==> src/rtl/instruction_fetch.sv <==
`default_nettype none
// ============================================================================
// Module      : instruction_fetch
// Description : RV32E fetch stage. Issues in-order instruction-memory reads at
//               the current PC, tags each accepted request with its PC, pairs
//               returning data with that tag, and buffers the results for
//               decode behind a valid/ready handshake. A redirect flushes the
//               buffer and arranges for in-flight responses to be discarded.
// Revision    : 1.0 - initial release
// ============================================================================
module instruction_fetch #(
    parameter int DEPTH = 4
) (
    input  logic        clk,
    input  logic        rst,              // asynchronous, active-low
    input  logic [31:0] pc,
    input  logic        redirect,
    output logic        pc_stall,
    output logic        imem_req_valid,
    output logic [31:0] imem_req_addr,
    input  logic        imem_req_ready,
    input  logic        imem_rsp_valid,
    input  logic [31:0] imem_rsp_data,
    output logic        id_valid,
    output logic [31:0] id_instr,
    output logic [31:0] id_pc,
    input  logic        id_ready,
    output logic        if_fault
);

    localparam int PW = $clog2(DEPTH);
    localparam int CW = PW + 1;

    typedef logic [CW-1:0] cnt_t;
    typedef logic [PW-1:0] ptr_t;

    localparam cnt_t C_DEPTH = cnt_t'(DEPTH);
    localparam cnt_t C_ONE   = cnt_t'(1);
    localparam ptr_t C_PINC  = ptr_t'(1);

    // ------------------------------------------------------------------------
    // State
    // ------------------------------------------------------------------------
    cnt_t count_q, count_d;            // buffered instructions
    cnt_t outstanding_q, outstanding_d; // accepted, not yet answered
    cnt_t drop_q, drop_d;              // stale responses still to discard
    logic fault_q, fault_d;

    ptr_t tag_wr_q, tag_wr_d;
    ptr_t tag_rd_q, tag_rd_d;
    ptr_t buf_wr_q, buf_wr_d;
    ptr_t buf_rd_q, buf_rd_d;

    logic [31:0] tag_mem   [DEPTH];
    logic [31:0] buf_instr [DEPTH];
    logic [31:0] buf_pc    [DEPTH];

    // ------------------------------------------------------------------------
    // Combinational control
    // ------------------------------------------------------------------------
    logic          misaligned;
    logic [CW:0]   used;
    logic          credit_ok;
    logic          issue;
    logic          fire;
    logic          rsp_stale;
    logic          rsp_take;
    logic          pop;
    logic [CW:0]   stale_total;

    assign misaligned = (pc[1:0] != 2'b00);

    // Credits come from registered occupancy only; a same-cycle pop does not
    // open a slot until the next cycle.
    assign used      = {1'b0, count_q} + {1'b0, outstanding_q};
    assign credit_ok = (used < {1'b0, C_DEPTH});

    assign issue = rst && !redirect && !fault_q && !misaligned && credit_ok;
    assign fire  = issue && imem_req_ready;

    // During a redirect every arriving response belongs to the old stream.
    assign rsp_stale = imem_rsp_valid && (redirect || (drop_q != '0));
    // The outstanding guard ignores responses to requests lost by a reset.
    assign rsp_take  = imem_rsp_valid && !redirect && (drop_q == '0)
                       && (outstanding_q != '0);

    assign id_valid = (count_q != '0) && !redirect;
    assign pop      = id_valid && id_ready;

    assign imem_req_valid = issue;
    assign imem_req_addr  = pc;
    assign pc_stall       = !rst || (!fire && !redirect);
    assign if_fault       = fault_q;

    assign id_instr = buf_instr[buf_rd_q];
    assign id_pc    = buf_pc[buf_rd_q];

    assign stale_total = {1'b0, drop_q} + {1'b0, outstanding_q};

    // Next-state for counters, pointers and the fault flag.
    always_comb begin
        count_d       = count_q;
        outstanding_d = outstanding_q;
        drop_d        = drop_q;
        fault_d       = fault_q;
        tag_wr_d      = tag_wr_q;
        tag_rd_d      = tag_rd_q;
        buf_wr_d      = buf_wr_q;
        buf_rd_d      = buf_rd_q;

        if (redirect) begin
            count_d       = '0;
            outstanding_d = '0;
            fault_d       = 1'b0;
            tag_wr_d      = '0;
            tag_rd_d      = '0;
            buf_wr_d      = '0;
            buf_rd_d      = '0;
            // Everything still in flight becomes stale; a response arriving
            // right now is one of those and is consumed immediately.
            if (imem_rsp_valid && (stale_total != '0)) begin
                drop_d = cnt_t'(stale_total - 1'b1);
            end else begin
                drop_d = cnt_t'(stale_total);
            end
        end else begin
            if (misaligned) begin
                fault_d = 1'b1;
            end

            if (rsp_stale) begin
                drop_d = drop_q - C_ONE;
            end

            if (fire) begin
                tag_wr_d = tag_wr_q + C_PINC;
            end
            if (rsp_take) begin
                tag_rd_d = tag_rd_q + C_PINC;
                buf_wr_d = buf_wr_q + C_PINC;
            end
            if (pop) begin
                buf_rd_d = buf_rd_q + C_PINC;
            end

            if (fire && !rsp_take) begin
                outstanding_d = outstanding_q + C_ONE;
            end else if (!fire && rsp_take) begin
                outstanding_d = outstanding_q - C_ONE;
            end

            if (rsp_take && !pop) begin
                count_d = count_q + C_ONE;
            end else if (!rsp_take && pop) begin
                count_d = count_q - C_ONE;
            end
        end
    end

    // Control state register with asynchronous active-low reset.
    always_ff @(posedge clk or negedge rst) begin
        if (!rst) begin
            count_q       <= '0;
            outstanding_q <= '0;
            drop_q        <= '0;
            fault_q       <= 1'b0;
            tag_wr_q      <= '0;
            tag_rd_q      <= '0;
            buf_wr_q      <= '0;
            buf_rd_q      <= '0;
        end else begin
            count_q       <= count_d;
            outstanding_q <= outstanding_d;
            drop_q        <= drop_d;
            fault_q       <= fault_d;
            tag_wr_q      <= tag_wr_d;
            tag_rd_q      <= tag_rd_d;
            buf_wr_q      <= buf_wr_d;
            buf_rd_q      <= buf_rd_d;
        end
    end

    // Storage arrays: tags on accept, {tag, data} on an accepted response.
    always_ff @(posedge clk) begin
        if (fire) begin
            tag_mem[tag_wr_q] <= pc;
        end
        if (rsp_take) begin
            buf_instr[buf_wr_q] <= imem_rsp_data;
            buf_pc[buf_wr_q]    <= tag_mem[tag_rd_q];
        end
    end

endmodule
`default_nettype wire

==> config.mk <==
export PLATFORM = sky130hd
export DESIGN_NAME = instruction_fetch
export DESIGN_NICKNAME = d
export VERILOG_FILES = /design/src/rtl/instruction_fetch.sv
export SDC_FILE = /design/constraint.sdc
export NUM_CORES = 1
export LEC_CHECK = 0
export ABC_AREA = 1
export BUFFER_PORTS_ARGS = -buffer_cell sky130_fd_sc_hd__buf_2
export CORE_AREA = 5 5 211 213
export CTS_BUF_LIST = sky130_fd_sc_hd__clkbuf_4
export DETAILED_ROUTE_END_ITERATION = 8
export DIE_AREA = 0 0 216 218
export PLACE_DENSITY = 0.63
export SLEW_MARGIN = 10
export SYNTH_ARGS = -nofsm -noshare
export SYNTH_HDL_FRONTEND = slang
export SYNTH_SLANG_ARGS = --single-unit
==> constraint.sdc <==
create_clock -name clk -period 5.9 [get_ports clk]
set_input_delay 0.885 -clock clk [delete_from_list [all_inputs] [get_ports clk]]
set_output_delay 0.885 -clock clk [all_outputs]
set_load 0.03 [all_outputs]
==> flow_metrics.env, run 1 <==
export IMPL_synthToLayoutAreaGrowth_pct=15.4
export IMPL_finalWeightedCongestion=0.759
export IMPL_synth_top_area_share_pct=72.8
export IMPL_power_density_nw_per_um2=380
export IMPL_synth_compound_area_share_pct=10.7
export IMPL_yosysSeqAreaShare_pct=75.6
export IMPL_drive_gt1_share_pct=25.8
export IMPL_io_buffer_count=169
export IMPL_hold_viol=0
export IMPL_ys_seq_elements=402
export IMPL_overflow=0
export IMPL_antenna_found_initial=2
export IMPL_grt_pass1_vias=9663
export IMPL_synth_adder_area_share_pct=1.64
export IMPL_critPathMaxStageDelay_ns=0.72
export IMPL_yosysUniqueCellTypes=31
export IMPL_root_buffer="clkbuf_4"
export IMPL_synth_cells=1151
export IMPL_die_x_um=216
export IMPL_fmax_mhz=247
export IMPL_period_share_pct=68.7
export IMPL_cts_buffers=98
export IMPL_rsz0062_at_grt="false"
export IMPL_finalSetupViolCount=0
export IMPL_ant_nets=0
export IMPL_clk_pin_slew_worst_paths_ns=0.06
export IMPL_grt_max_degree=88
export IMPL_yosys_area_top_type="edfxtp_1"
export IMPL_maxSlewHeadroom_pct=28.6
export IMPL_wl_per_cell_um=17.5
export IMPL_fp_dieH_um=218
export IMPL_vias_per_cell=4.92
export IMPL_ir_drop_uv=128
export IMPL_final_area_um2=18300
export IMPL_syn_nets=1240
export IMPL_clock_sinks=402
export IMPL_dieArea_um2=47100
export IMPL_cts_hold_fix_buffers=0
export IMPL_cp_max_fo=87
export IMPL_clk_latency_ns=0.74
export IMPL_cap_viol_max_count=0
export IMPL_synth_xor_area_share_pct=0.221
export IMPL_place_area_um2=17000
export IMPL_path_cells="inv_4, buf_4, o21ai_0, o22ai_1, buf_2"
export IMPL_worstHoldPathType="primary input to asynchronous set/reset pin"
export IMPL_synthMuxAreaShare_pct=0
export IMPL_cts_resized=0
export IMPL_setup_worst_path_class="register to primary output"
export IMPL_vias=9636
export IMPL_synth_top_family_by_area="compound AO/OA/AOI/OAI gates"
export IMPL_drc_errors=0
export IMPL_worst_path_max_delay_cell="inv_4"
export IMPL_status="complete, no violations"
export IMPL_track_usage_pct=14.4
export IMPL_p_leak_nw=6.49
export IMPL_syn_avg_cell_area_um2=13.8
export IMPL_finalWirelength_um=34300
export IMPL_rows=76
export IMPL_final_cell_mix="edfxtp_1, nor2_1, o21ai_0, buf_2, clkbuf_4"
export IMPL_io_pins=170
export IMPL_worstMarginPinSlew_ns=1.07
export IMPL_cts_path_max_buffers=3
export IMPL_fin_worst_skew_ns=0.0732
export IMPL_final_common_cell="edfxtp_1"
export IMPL_yosys_area_share_simple_pct=7.45
export IMPL_initial_utilization_pct=37.3
export IMPL_worstSetupEndpointType="primary output"
export IMPL_ys_warn_count=0
export IMPL_grt_pass1_wl_um=53300
export IMPL_required_ns=5.02
export IMPL_cts_tree="built"
export IMPL_dp_hpwl_um=20100
export IMPL_coreArea_um2=42500
export IMPL_drtIter0Drc=747
export IMPL_crit_path_start_kind="register"
export IMPL_crit_family="buffers and inverters"
export IMPL_power_mw=6.95
export IMPL_finalCriticalPeriod_ns=4.05
export IMPL_arrival_ns=3.17
export IMPL_tns_ns=0
export IMPL_drtPass1Iterations=4
export IMPL_ys_top_cells_by_area="edfxtp_1, o21ai_0, nor2_1"
export IMPL_finalMaxSlewViolations=0
export IMPL_cp_num_buf_inv=3
export IMPL_cts_setup_buffers=0
export IMPL_nets=1423
export IMPL_htree_num_levels=3
export IMPL_syn_area_um2=15800
path summary, 6_finish.rpt:
path | start | endpoint | slack, ns | depth (start not counted)
min in group clk | pc[21] | tag_mem[2][21]$_DFFE_PP_ | 0.36 | 1
hold / removal | rst | count_q[0]$_DFFE_PN0P_ | 0.16 | 1
hold reg to reg | drop_q[2]$_DFFE_PN0P_ | drop_q[2]$_DFFE_PN0P_ | 0.60 | 2
setup / recovery | buf_rd_q[0]$_DFFE_PN0P_ | id_pc[29] | 1.85 | 5
max in group asynchronous | rst | buf_rd_q[0]$_DFFE_PN0P_ | 5.35 | 1
setup reg to reg | drop_q[1]$_DFFE_PN0P_ | buf_instr[2][25]$_DFFE_PP_ | 3.23 | 7
flip-flops by register name, summed over array words and instances (netlist names):
register       cells
buf_instr        128
buf_pc           128
buf_rd_q           2
buf_wr_q           2
count_q            3
drop_q             3
if_fault           1
outstanding_q      3
tag_mem          128
tag_rd_q           2
tag_wr_q           2
cell families after synthesis:
logic type / Yosys count
AO/OA/AOI/OAI: 312
XOR/XNOR: 4
adder cells (fa/ha/maj): 19
buffers and inverters: 140
flip-flops: 402
AND/OR/NAND/NOR: 274
stage by stage:
| stage | instances | utilization, % | worst slack, ns | hold slack, ns |
|---|---|---|---|---|
| finish | 1960 | 43.0 | 1.85 | 0.164 |
| global route | 1960 | 43.0 | 1.49 | 0.102 |
| CTS | 1957 | 43.0 | 1.67 | 0.0767 |
| detailed placement | 1780 | 40.0 | 2.47 | 0.597 |
| global placement | 1780 | 40.0 | 2.49 | 0.594 |
| floorplan | 1151 | - | 1.38 | 0.548 |
cells in the mapped netlist:
master,instances
clkinv_1,1
clkbuf_1,36
o22ai_1,96
dfrtp_1,18
buf_1,2
nor2_4,2
nand3_1,13
a21oi_1,5
inv_2,3
xor2_1,1
buf_6,2
buf_2,24
xnor2_1,3
nor2_8,1
nor2_2,2
o21ai_0,186
nor2_1,209
nand3_2,3
buf_4,33
nand4_1,3
o21ai_2,2
edfxtp_1,384
nand2_2,4
a21o_1,1
nand2_4,3
fa_1,3
nand2_1,31
o21ai_1,22
nand3_4,3
ha_1,16
inv_1,39
cell type report:
type | instances | area [um2]
inverters | 43 | 164
repair buffers | 180 | 941
flip-flops and latches | 402 | 12000
clock inverters | 36 | 209
diodes | 3 | 7.51
multi-input cells | 609 | 3230
clock buffers | 141 | 1060
well taps | 546 | 683
fillers | 3854 | 24200
layer usage:
metal  vias up  wire, um  GRT usage, %
met5         -         0             0
met4         0       490          4.56
met3        43      2180          3.62
met2       289     16500          23.8
met1      4659     15100          19.0
li1       4645         -             -
report_power, final:
part	internal [mW]	switching (mW)
clock	1.19	1.06
sequential	3.21	0.0653
combinational	0.388	1.03
Note: power is estimated with default switching activity, not from simulation.
==> run 2, diff against run 1 <==
PLACE_DENSITY = 0.65   (was 0.63)
clock period = 3.4 ns   (was 5.9 ns; I/O delays follow)
==> flow_metrics.env, run 2 (synthesis results as in run 1) <==
export IMPL_ant_nets=0
export IMPL_initial_utilization_pct=37.3
export IMPL_status="complete, no violations"
export IMPL_pre_cts_ws_ns=0.919
export IMPL_place_area_um2=17200
export IMPL_final_cell_mix="edfxtp_1, nor2_1, o21ai_0, buf_2, clkbuf_4"
export IMPL_place_inst=1796
export IMPL_clk_latency_ns=0.76
export IMPL_cap_viol_max_count=0
export IMPL_cts_buffers=99
export IMPL_finalWirelength_um=35500
export IMPL_fmax_mhz=320
export IMPL_drc_errors=0
export IMPL_crit_path_start_kind="register"
export IMPL_wl_per_cell_um=17.4
export IMPL_rsz0062_at_grt="false"
export IMPL_hold_path_depth=3
export IMPL_maxSlewHeadroom_pct=52.0
export IMPL_worstHoldPathType="primary input to register"
export IMPL_root_buffer="clkbuf_4"
export IMPL_vias=10047
export IMPL_ir_drop_uv=264
export IMPL_arrival_ns=2.62
export IMPL_power_density_nw_per_um2=638
export IMPL_final_area_um2=19200
export IMPL_power_mw=12.2
export IMPL_nets=1506
export IMPL_top_regs="buf_instr (128), buf_pc (128), tag_mem (128)"
export IMPL_fin_util_pct=45.1
export IMPL_htree_num_levels=3
export IMPL_grt_max_degree=75
export IMPL_cts_tree="built"
export IMPL_finalSetupViolCount=0
export IMPL_finalWeightedCongestion=0.750
export IMPL_p_leak_nw=6.90
export IMPL_io_pins=170
export IMPL_finalMaxSlewViolations=0
export IMPL_ff2ff_setup_slack_ns=0.97
export IMPL_ff_latch_area_um2=12000
export IMPL_fin_cells=2044
export IMPL_clock_sinks=402
export IMPL_drtIter0Drc=719
export IMPL_die_x_um=216
export IMPL_overflow=0
export IMPL_fp_dieH_um=218
export IMPL_min_to="tag_wr_q[1]$_DFFE_PN0N_"
export IMPL_rows=76
export IMPL_worst_slack_ns=0.270
export IMPL_fin_worst_skew_ns=0.0621
export IMPL_drtPass1Iterations=5
export IMPL_clk_pin_slew_worst_paths_ns=0.07
export IMPL_vias_per_cell=4.92
export IMPL_drive_gt1_share_pct=26.1
export IMPL_grt_pass1_vias=9789
export IMPL_io_buffer_count=169
export IMPL_multiInputGateArea_um2=3230
export IMPL_setup_worst_path_class="register to primary output"
export IMPL_r2r_end="outstanding_q[2]$_DFFE_PN0P_"
export IMPL_grt_pass1_wl_um=54200
export IMPL_worstRegToRegCells=14
export IMPL_antenna_found_initial=1
export IMPL_cts_path_max_buffers=3
export IMPL_dp_hpwl_um=20800
export IMPL_synthToLayoutAreaGrowth_pct=21.1
export IMPL_worstMarginPinSlew_ns=0.719
export IMPL_final_common_cell="edfxtp_1"
export IMPL_required_ns=2.89
export IMPL_worstSetupEndpointType="primary output"
export IMPL_reg2reg_from="drop_q[1]$_DFFE_PN0P_"
export IMPL_period_share_pct=92.1
export IMPL_cts_resized=0
export IMPL_hold_viol=0
export IMPL_cp_max_fo=29
export IMPL_fillers=3750
export IMPL_crit_start="buf_rd_q[0]$_DFFE_PN0P_"
export IMPL_dieArea_um2=47100
export IMPL_track_usage_pct=14.6
export IMPL_coreArea_um2=42500
export IMPL_holdCritStartpoint="imem_req_ready"
export IMPL_finalCriticalPeriod_ns=3.13
## run 2: repair_timing
action                                  CTS  global route
hold buffers                             65             0
setup buffers                             0             1
endpoints found under the setup margin    0             6
hold endpoints to repair                274             0
## run 2: worst max path at each step
stage | endpoint | slack (ns) | cells after the start
floorplan | buf_instr[0][0]$_DFFE_PP_ | -0.78 | 7
global route | id_instr[17] | 0.11 | 5
CTS | id_pc[6] | 0.07 | 5
finish | id_pc[12] | 0.27 | 5
detailed placement | id_pc[6] | 0.92 | 5
global placement | id_pc[6] | 0.92 | 5
## run 2: worst max-delay path, cell delays in order, from the launching register on
cell,delay (ns)
dfrtp_4,0.64
inv_4,0.25
buf_4,0.25
nor2_1,0.06
o22ai_1,0.39
buf_2,0.29
## run 2: final cells by class
| cell class | instances | area share, % |
|---|---|---|
| Timing Repair Buffer | 262 | 9.55 |
| Inverter | 43 | 0.854 |
| Clock inverter | 32 | 0.906 |
| Clock buffer | 149 | 5.83 |
| Tap cell | 546 | 3.56 |
| Sequential cell | 402 | 62.5 |
| Antenna cell | 1 | 0.0130 |
| Multi-Input combinational cell | 609 | 16.8 |
## run 2: through the flow
step,setup TNS [ns],hold slack [ns]
after CTS,0,0.0923
after detailed placement,0,0.516
after global routing,0,0.110
after global placement,0,0.510
final,0,0.167
after floorplan,-199.47,0.214
## run 2: report_power, final
part / internal, mW / switching (mW)
combinational: 0.780 / 1.86
sequential: 5.57 / 0.101
clock: 2.09 / 1.84
total: 8.44 / 3.81
## run 2: routing by layer
metal | up-vias | track usage (%) | share of wire [%]
met5 | - | 0 | 0
met4 | 0 | 4.98 | 1.6
met3 | 47 | 3.12 | 5.4
met2 | 300 | 24.2 | 50
met1 | 4887 | 19.1 | 43
li1 | 4813 | - | -
==> run 3, diff against run 2 <==
CTS_BUF_LIST = sky130_fd_sc_hd__clkbuf_8   (was sky130_fd_sc_hd__clkbuf_4)
==> flow_metrics.env, run 3 (synthesis results as in run 1) <==
export IMPL_status="complete, no violations"
export IMPL_power_density_nw_per_um2=642
export IMPL_cts_tree="built"
export IMPL_tns_ns=0
export IMPL_setup_worst_path_class="register to primary output"
export IMPL_arrival_ns=2.55
export IMPL_clock_sinks=402
export IMPL_dieArea_um2=47100
export IMPL_ff_latch_area_um2=12000
export IMPL_required_ns=2.89
export IMPL_maxSlewHeadroom_pct=51.8
export IMPL_swShare_pct=31.1
export IMPL_overflow=0
export IMPL_cp_max_fo=74
export IMPL_root_buffer="clkbuf_8"
export IMPL_multiInputGateArea_um2=3230
export IMPL_finalWirelength_um=34300
export IMPL_cts_path_max_buffers=3
export IMPL_p_sw_mw=3.67
export IMPL_drtPass1Iterations=5
export IMPL_finalSetupViolCount=0
export IMPL_comb_power_share_pct=21.5
export IMPL_track_usage_pct=14.0
export IMPL_rsz0062_at_grt="false"
export IMPL_period_share_pct=89.9
export IMPL_cts_hold_fix_buffers=1
export IMPL_coreArea_um2=42500
export IMPL_die_x_um=216
export IMPL_io_pins=170
export IMPL_pwr_share_clk_pct=30.2
export IMPL_clk_pin_slew_worst_paths_ns=0.06
export IMPL_rows=76
export IMPL_cts_resized=0
export IMPL_cts_buffers=60
export IMPL_cap_viol_max_count=0
export IMPL_final_cell_mix="edfxtp_1, nor2_1, o21ai_0, buf_2, o22ai_1"
export IMPL_worstHoldPathType="primary input to register"
export IMPL_fin_worst_skew_ns=0.0161
export IMPL_nets=1402
export IMPL_cts_setup_buffers=0
export IMPL_grt_max_degree=75
export IMPL_io_buffer_count=169
export IMPL_ant_nets=0
export IMPL_reg2reg_from="drop_q[1]$_DFFE_PN0P_"
export IMPL_finalMaxSlewViolations=0
export IMPL_final_common_cell="edfxtp_1"
export IMPL_internal_power_mw=8.11
export IMPL_grt_pass1_wl_um=52200
export IMPL_grt_pass1_vias=9071
export IMPL_crit_start="buf_rd_q[0]$_DFFE_PN0P_"
export IMPL_finalCriticalPeriod_ns=3.06
export IMPL_initial_utilization_pct=37.3
export IMPL_fmax_mhz=327
export IMPL_fp_dieH_um=218
export IMPL_finalWeightedCongestion=0.750
export IMPL_fillers=3805
export IMPL_synthToLayoutAreaGrowth_pct=15.7
export IMPL_holdCritStartpoint="imem_rsp_data[31]"
export IMPL_power_mw=11.8
export IMPL_clk_latency_ns=0.61
export IMPL_vias_per_cell=4.97
export IMPL_p_leak_nw=6.46
export IMPL_top_regs="buf_instr (128), buf_pc (128), tag_mem (128)"
export IMPL_worstMarginPinSlew_ns=0.723
export IMPL_wl_per_cell_um=18.0
export IMPL_vias=9474
export IMPL_crit_path_start_kind="register"
export IMPL_drc_errors=0
export IMPL_hold_viol=0
export IMPL_dp_hpwl_um=20800
export IMPL_antenna_found_initial=0
export IMPL_drive_gt1_share_pct=22.3
export IMPL_htree_num_levels=2
export IMPL_ir_drop_uv=267
export IMPL_worstSetupEndpointType="primary output"
export IMPL_seq_power_share_pct=48.4
export IMPL_drtIter0Drc=775
[run 3: layout make-up]
cell class	instances	share of cell area (%)
multi-input combinational	609	17.6
timing repair buffer	197	6.39
clock inverter	46	1.39
antenna	1	0.0137
clock buffer	61	4.58
inverter	43	0.894
tap	546	3.73
sequential	402	65.4
[run 3: per-layer routing]
metal | global-route usage, % | up-vias | wire (um)
met4 | 4.43 | 0 | 738
li1 | - | 4535 | -
met2 | 23.2 | 266 | 16600
met3 | 2.60 | 51 | 1800
met1 | 19.0 | 4622 | 15200
met5 | 0 | - | 0
[run 3: worst max-delay path, stage by stage (launching register included)]
cell	delay, ns
dfrtp_4	0.71
inv_4	0.28
buf_12	0.32
o21ai_0	0.13
o22ai_1	0.23
buf_2	0.25
[run 3: power groups by stage]
stage          sequential [mW]  clock, mW  combinational, mW
2_1_floorplan             5.73          0               1.83
3_3_place_gp              5.80          0               2.51
3_5_place_dp              5.80          0               2.56
4_1_cts                   5.70       3.68               2.57
5_1_grt                   5.71       3.91               2.79
6_report                  5.70       3.55               2.53
[run 3: path summary, 6_finish.rpt]
kind                       depth (start not counted)                           end  slack (ns)
max                                                5                      id_pc[6]        0.34
min reg2reg                                        2        count_q[1]$_DFFE_PN0P_        0.60
max in group asynchronous                          3       buf_rd_q[0]$_DFFE_PN0P_        2.71
min                                                1    buf_instr[3][31]$_DFFE_PP_        0.12
min in group asynchronous                          3        count_q[1]$_DFFE_PN0P_        0.43
max reg2reg                                       14  outstanding_q[2]$_DFFE_PN0P_        0.98
[run 3: metrics by stage]
| stage | instance area (um2) | hold slack, ns | utilization, % | instances | worst slack, ns |
|---|---|---|---|---|---|
| final | 18300 | 0.117 | 43.1 | 1905 | 0.345 |
| after global routing | 18300 | 0.0697 | 43.1 | 1904 | 0.151 |
| after CTS | 18300 | 0.0640 | 43.1 | 1904 | 0.253 |
| after detailed placement | 17200 | 0.516 | 40.5 | 1796 | 0.919 |
| after global placement | 17200 | 0.510 | 40.5 | 1796 | 0.924 |
| after floorplan | 15800 | 0.214 | - | 1151 | -0.779 |
